--- src/rtl/pipe_hazard_ctrl.sv ---
// Stall/flush sequencer for the 5-stage F/D/E/M/W pipeline: memory wait, multi-cycle ops,
// branch squash and load-use bubbles. Optional perf counters enabled by HAZ_PERF_CNT_EN.
module pipe_hazard_ctrl #(
    parameter int MC_TIMEOUT = 64,
    parameter int TO_W       = 7
) (
    input  logic        clk,
    input  logic        rst_n,
    input  logic [3:0]  RA1D,
    input  logic [3:0]  RA2D,
    input  logic [3:0]  A3_addrE,
    input  logic        RegWriteE,
    input  logic        MemtoRegE,
    input  logic        PCSrcE,
    input  logic        MCycleOpE,
    input  logic        MCycleDone,
    input  logic        MemReqM,
    input  logic        MemReadyM,
    output logic        StallF,
    output logic        StallD,
    output logic        StallE,
    output logic        StallM,
    output logic        FlushD,
    output logic        FlushE,
    output logic        FlushM,
    output logic        FlushW,
    output logic        MCycleStart,
    output logic        MCycleAbort,
    output logic        HazErr
`ifdef HAZ_PERF_CNT_EN
    ,
    output logic [31:0] PerfLd,
    output logic [31:0] PerfBr,
    output logic [31:0] PerfMc,
    output logic [31:0] PerfMem
`endif
);

    localparam logic [1:0] S_RUN      = 2'd0;
    localparam logic [1:0] S_MEM_WAIT = 2'd1;
    localparam logic [1:0] S_MC_BUSY  = 2'd2;
    localparam logic [1:0] S_LD_BUB   = 2'd3;

    logic [1:0]      r_state;
    logic [1:0]      r_ret_state;
    logic [TO_W-1:0] r_cnt;
    logic            r_hazerr;

    logic [1:0]      w_next_state;
    logic [1:0]      w_next_ret;
    logic [TO_W-1:0] w_next_cnt;
    logic            w_set_err;
    logic            w_memwait;
    logic            w_ldstall;
    logic            w_to_hit;
    logic            w_stall_f, w_stall_d, w_stall_e, w_stall_m;
    logic            w_flush_d, w_flush_e, w_flush_m, w_flush_w;
    logic            w_start, w_abort;

    assign w_memwait = MemReqM & ~MemReadyM;
    assign w_ldstall = MemtoRegE & RegWriteE & ((RA1D == A3_addrE) | (RA2D == A3_addrE));
    assign w_to_hit  = (r_cnt == TO_W'(MC_TIMEOUT - 1));

    always_comb begin
        w_next_state = r_state;
        w_next_ret   = r_ret_state;
        w_next_cnt   = r_cnt;
        w_set_err    = 1'b0;
        w_stall_f    = 1'b0;
        w_stall_d    = 1'b0;
        w_stall_e    = 1'b0;
        w_stall_m    = 1'b0;
        w_flush_d    = 1'b0;
        w_flush_e    = 1'b0;
        w_flush_m    = 1'b0;
        w_flush_w    = 1'b0;
        w_start      = 1'b0;
        w_abort      = 1'b0;
        if (w_memwait) begin
            // Freeze the whole pipe; only the first wait cycle records where to resume.
            w_stall_f    = 1'b1;
            w_stall_d    = 1'b1;
            w_stall_e    = 1'b1;
            w_stall_m    = 1'b1;
            w_flush_w    = 1'b1;
            w_next_state = S_MEM_WAIT;
            if (r_state != S_MEM_WAIT) begin
                w_next_ret = r_state;
            end
        end else begin
            case (r_state)
                S_RUN: begin
                    if (MCycleOpE) begin
                        w_start      = 1'b1;
                        w_stall_f    = 1'b1;
                        w_stall_d    = 1'b1;
                        w_stall_e    = 1'b1;
                        w_flush_m    = 1'b1;
                        w_next_cnt   = '0;
                        w_next_state = S_MC_BUSY;
                    end else if (PCSrcE) begin
                        w_flush_d = 1'b1;
                        w_flush_e = 1'b1;
                    end else if (w_ldstall) begin
                        w_stall_f    = 1'b1;
                        w_stall_d    = 1'b1;
                        w_flush_e    = 1'b1;
                        w_next_state = S_LD_BUB;
                    end
                end
                S_MC_BUSY: begin
                    if (MCycleDone) begin
                        w_next_state = S_RUN;
                    end else if (w_to_hit) begin
                        w_abort      = 1'b1;
                        w_flush_e    = 1'b1;
                        w_set_err    = 1'b1;
                        w_next_state = S_RUN;
                    end else begin
                        w_stall_f  = 1'b1;
                        w_stall_d  = 1'b1;
                        w_stall_e  = 1'b1;
                        w_flush_m  = 1'b1;
                        w_next_cnt = r_cnt + TO_W'(1);
                    end
                end
                S_MEM_WAIT: w_next_state = r_ret_state;
                S_LD_BUB:   w_next_state = S_RUN;
                default:    w_next_state = S_RUN;
            endcase
        end
    end

    always_ff @(posedge clk or negedge rst_n) begin
        if (!rst_n) begin
            r_state     <= S_RUN;
            r_ret_state <= S_RUN;
            r_cnt       <= '0;
            r_hazerr    <= 1'b0;
        end else begin
            r_state     <= w_next_state;
            r_ret_state <= w_next_ret;
            r_cnt       <= w_next_cnt;
            r_hazerr    <= r_hazerr | w_set_err;
        end
    end

    // Outputs are forced low while reset is held, independent of the hazard inputs.
    assign StallF      = rst_n & w_stall_f;
    assign StallD      = rst_n & w_stall_d;
    assign StallE      = rst_n & w_stall_e;
    assign StallM      = rst_n & w_stall_m;
    assign FlushD      = rst_n & w_flush_d;
    assign FlushE      = rst_n & w_flush_e;
    assign FlushM      = rst_n & w_flush_m;
    assign FlushW      = rst_n & w_flush_w;
    assign MCycleStart = rst_n & w_start;
    assign MCycleAbort = rst_n & w_abort;
    assign HazErr      = r_hazerr;

`ifdef HAZ_PERF_CNT_EN
    logic        w_cause_ld, w_cause_br, w_cause_mc, w_cause_mem;
    logic [31:0] r_cnt_ld, r_cnt_br, r_cnt_mc, r_cnt_mem;

    assign w_cause_mem = w_memwait;
    assign w_cause_mc  = ~w_memwait & (((r_state == S_RUN) & MCycleOpE) |
                                       ((r_state == S_MC_BUSY) & ~MCycleDone));
    assign w_cause_br  = ~w_memwait & (r_state == S_RUN) & ~MCycleOpE & PCSrcE;
    assign w_cause_ld  = ~w_memwait & (r_state == S_RUN) & ~MCycleOpE & ~PCSrcE & w_ldstall;

    always_ff @(posedge clk or negedge rst_n) begin
        if (!rst_n) begin
            r_cnt_ld  <= '0;
            r_cnt_br  <= '0;
            r_cnt_mc  <= '0;
            r_cnt_mem <= '0;
        end else begin
            if (w_cause_ld  && (r_cnt_ld  != '1)) r_cnt_ld  <= r_cnt_ld  + 32'd1;
            if (w_cause_br  && (r_cnt_br  != '1)) r_cnt_br  <= r_cnt_br  + 32'd1;
            if (w_cause_mc  && (r_cnt_mc  != '1)) r_cnt_mc  <= r_cnt_mc  + 32'd1;
            if (w_cause_mem && (r_cnt_mem != '1)) r_cnt_mem <= r_cnt_mem + 32'd1;
        end
    end

    assign PerfLd  = r_cnt_ld;
    assign PerfBr  = r_cnt_br;
    assign PerfMc  = r_cnt_mc;
    assign PerfMem = r_cnt_mem;
`endif

endmodule

--- config.mk ---
export PLATFORM = sky130hd
export DESIGN_NAME = pipe_hazard_ctrl
export DESIGN_NICKNAME = d
export VERILOG_FILES = /design/src/rtl/pipe_hazard_ctrl.sv
export SDC_FILE = /design/constraint.sdc
export NUM_CORES = 1
export LEC_CHECK = 0
export CAP_MARGIN = 20
export CORE_ASPECT_RATIO = 0.75
export CORE_UTILIZATION = 48
export DETAILED_ROUTE_END_ITERATION = 10
export PLACE_DENSITY = 0.84
export SLEW_MARGIN = 20
export SYNTH_ARGS = -nofsm -noshare
export SYNTH_HDL_FRONTEND = slang
export SYNTH_SLANG_ARGS = --single-unit
export TNS_END_PERCENT = 5
--- constraint.sdc ---
create_clock -name clk -period 4.11 [get_ports clk]
set_clock_uncertainty 0.15 [all_clocks]
set_input_delay 0.822 -clock clk [delete_from_list [all_inputs] [get_ports clk]]
set_output_delay 0.822 -clock clk [all_outputs]
set_load 0.03 [all_outputs]
==> metrics.cfg <==
[power]
power_density_mw_per_mm2=319
vdd_drop_max_v=0.000262
cellLeakagePower_uw=0.000529

[logic_synthesis]
avgSynthCellArea_um2=8.75
synth_largest_area_cell=sky130_fd_sc_hd__dfrtp_1
synth_sequential_area_ratio_pct=32.1
synth.cells.most_frequent=sky130_fd_sc_hd__nand2_1, sky130_fd_sc_hd__dfrtp_1, sky130_fd_sc_hd__nor2_1
ys.warnings.count=0
synth_enable_flop_cells=0
synth-seq-cells=12
dominantRegCellSynth=sky130_fd_sc_hd__dfrtp_1
synth_cells=107
synth_area_um2=936
mappedNetlistNets=129
synth_area_leaders=sky130_fd_sc_hd__dfrtp_1, sky130_fd_sc_hd__xor2_1, sky130_fd_sc_hd__mux2i_1
most_common_cell_in_the_synthesized_netlist=sky130_fd_sc_hd__nand2_1
post-synth-top-area-fraction_pct=32.1
yosysUniqueCellTypes=36
synth-async-reset-ratio_pct=100

[finish]
diodes=0
utilization_pct=71.4
final_nets=161
design_area_mm2=0.00128
post_route_cells_drive_above_1_share_pct=10.2
layoutNonFillerInstCount=159
area_delta_synth_final_pct=36.5

[placed_design]
detailed_place.area_mm2=0.00125
placer_congestion_estimate=0.869
detailed_place_hpwl_mm=1.94
dpl.cell_count=156
io_buffers=31

[global_route]
antenna_found_initial=0
met2_usage_pct=44.0
maximum_number_of_pins_on_one_net_before_global_route_repair=15
grtUsageTotal_pct=26.4
grt_use_met3_pct=5.68
groute.layer.met1.usage_pct=35.5
global_route.overflow_total=0
first_global_vias=811
gr-max-usage-layer=met2
wire_length_of_the_first_global_routing_pass_mm=3.84

[sta]
slew-limit-headroom_pct=68.1
period_minus_slack_ns=3.96
rsz0062_at_grt=false
min_period_over_period_pct=96.4
setup-tns-final_ns=0
final_hold_viol_count=0
transition_time_of_the_tightest_slew_check_pin_ns=0.477
finalSetupViolations=0
max_freq_mhz=252
maxSlewViolCount=0
timing.hold.ws_ns=0.322

[route]
detail-route-antenna-nets=0
drcViolationCount=0
drt_pre_antenna_iters=4
wirelength_mm=2.37
routed-via-count=874
routedWlPerCell_um=14.9
detailedRoute.firstIterationViolations=13
number_of_vias_per_cell=5.50

[critical_path]
reg_to_reg_startpoint=r_cnt[0]$_DFFE_PN0P_
library_cell_contributing_the_largest_single_delay_on_the_critical_path=sky130_fd_sc_hd__clkdlybuf4s50_1
cp_num_buf_inv=2
timing.critical_path.required_ns=3.14
path_cells=clkdlybuf4s50_1, xor2_1, nor4_1, o21ai_0, a21oi_1, clkdlybuf4s50_1
worstPathMaxFanout=3
critical_path.endpoint_type=output port
worstSetupPathType=in2out
critPathMaxStageDelay_ns=0.69
crit_path_start_kind=input port
worst_path_dominant_cell_family=buffers and inverters
timing.critical_path.from=A3_addrE[0]
worstPathArrival_ns=2.99
timing.critical_path.mode_cell=sky130_fd_sc_hd__clkdlybuf4s50_1

[clock_tree]
clk_root_buffer_cell=sky130_fd_sc_hd__clkbuf_4
cts-htree-levels=1
post_cts_resize_count=0
cts_hold_buf=0
clock_sinks=12
post_cts.repair.setup_buffers=0
tritoncts_clock_tree=yes
clk_path_buf_depth=2
clkTransAtPathRegs_ns=0.07
numCtsBuffers=3
clock_latency_ns=0.27

[floorplan]
die_height_um=40.2
rows=13
starting_density_pct=52.3
die_w_um=53.0
ios=32
coreArea_mm2=0.00179
die_area_mm2=0.00213

[run]
max_cap_viol_count=0

[min_path]
min-delay-start=HazErr$_DFF_PN0_
min-delay-path-class=reg2reg

[status]
status=completed

cell families after synthesis:
logic type               count (synthesis)  synth area share (%)
buffers and inverters                   11                  5.61
adder cells (fa/ha/maj)                  1                  1.34
flip-flops                              12                  32.1
XOR/XNOR                                 8                  7.49
multiplexers                             5                  5.35
AO/OA/AOI/OAI                           23                  19.3
AND/OR/NAND/NOR                         47                  28.9
path summary, 6_finish.rpt:
check,endpoint,slack [ns],cells after the start
setup / recovery,StallD,0.15,6
hold / removal,HazErr$_DFF_PN0_,0.32,1
setup reg to reg,r_cnt[4]$_DFFE_PN0P_,2.22,5
hold reg to reg,HazErr$_DFF_PN0_,0.32,1
max in group asynchronous,r_cnt[3]$_DFFE_PN0P_,2.91,2
min in group asynchronous,r_cnt[1]$_DFFE_PN0P_,0.74,2
power breakdown:
part	internal [µW]	switching (µW)	total, µW
logic	76.2	92.2	168
clock network	33.9	34.8	68.6
registers	140	31.1	171
total	250	158	408
cells in the final DEF, fill, tap and decap left out, types with 3 or more instances in the layout:
cell / count
sky130_fd_sc_hd__nand2_1: 13
sky130_fd_sc_hd__nand3_1: 3
sky130_fd_sc_hd__clkbuf_4: 3
sky130_fd_sc_hd__dfrtp_1: 12
sky130_fd_sc_hd__mux2i_1: 5
sky130_fd_sc_hd__xor2_1: 8
sky130_fd_sc_hd__nand2b_1: 5
sky130_fd_sc_hd__nor4_1: 3
sky130_fd_sc_hd__a21oi_1: 8
sky130_fd_sc_hd__nor3_1: 3
sky130_fd_sc_hd__clkdlybuf4s50_1: 31
sky130_fd_sc_hd__nor2_1: 9
sky130_fd_sc_hd__inv_1: 5
sky130_fd_sc_hd__o21ai_0: 3
registers in the layout, summed over array words and instances (netlist names):
register,cells
r_cnt,7
HazErr,1
r_ret_state,2
r_state,2
per-layer routing:
| metal | share of wire (%) | wire length, µm | vias to the layer above |
|---|---|---|---|
| met5 | 0 | 0 | - |
| met4 | 0.97 | 23 | 0 |
| met3 | 4.9 | 117 | 4 |
| met2 | 46 | 1090 | 29 |
| met1 | 48 | 1140 | 403 |
| li1 | - | - | 438 |
area by class of cell:
class,count,area [µm²]
clock buffer,3,22.5
multi-input combinational,84,583
timing repair buffer,33,325
tap,22,27.5
fill,143,512
inverter,5,18.8
sequential,12,300
worst register-to-register path, delay by kind of cell (launching register included):
kind / cells / cell delay, ns
AO/OA/AOI/OAI: 2 / 0.61
AND/OR/NAND/NOR: 1 / 0.16
multiplexers: 1 / 0.24
adder cells (fa/ha/maj): 1 / 0.25
flip-flops: 1 / 0.40
through the flow:
step	power, µW	setup WS (ns)
floorplan	282	0.860
global placement	332	0.255
detailed placement	340	0.196
CTS	411	0.192
global route	435	0.0200
finish	408	0.148
Note: power is estimated with default switching activity, not from simulation.
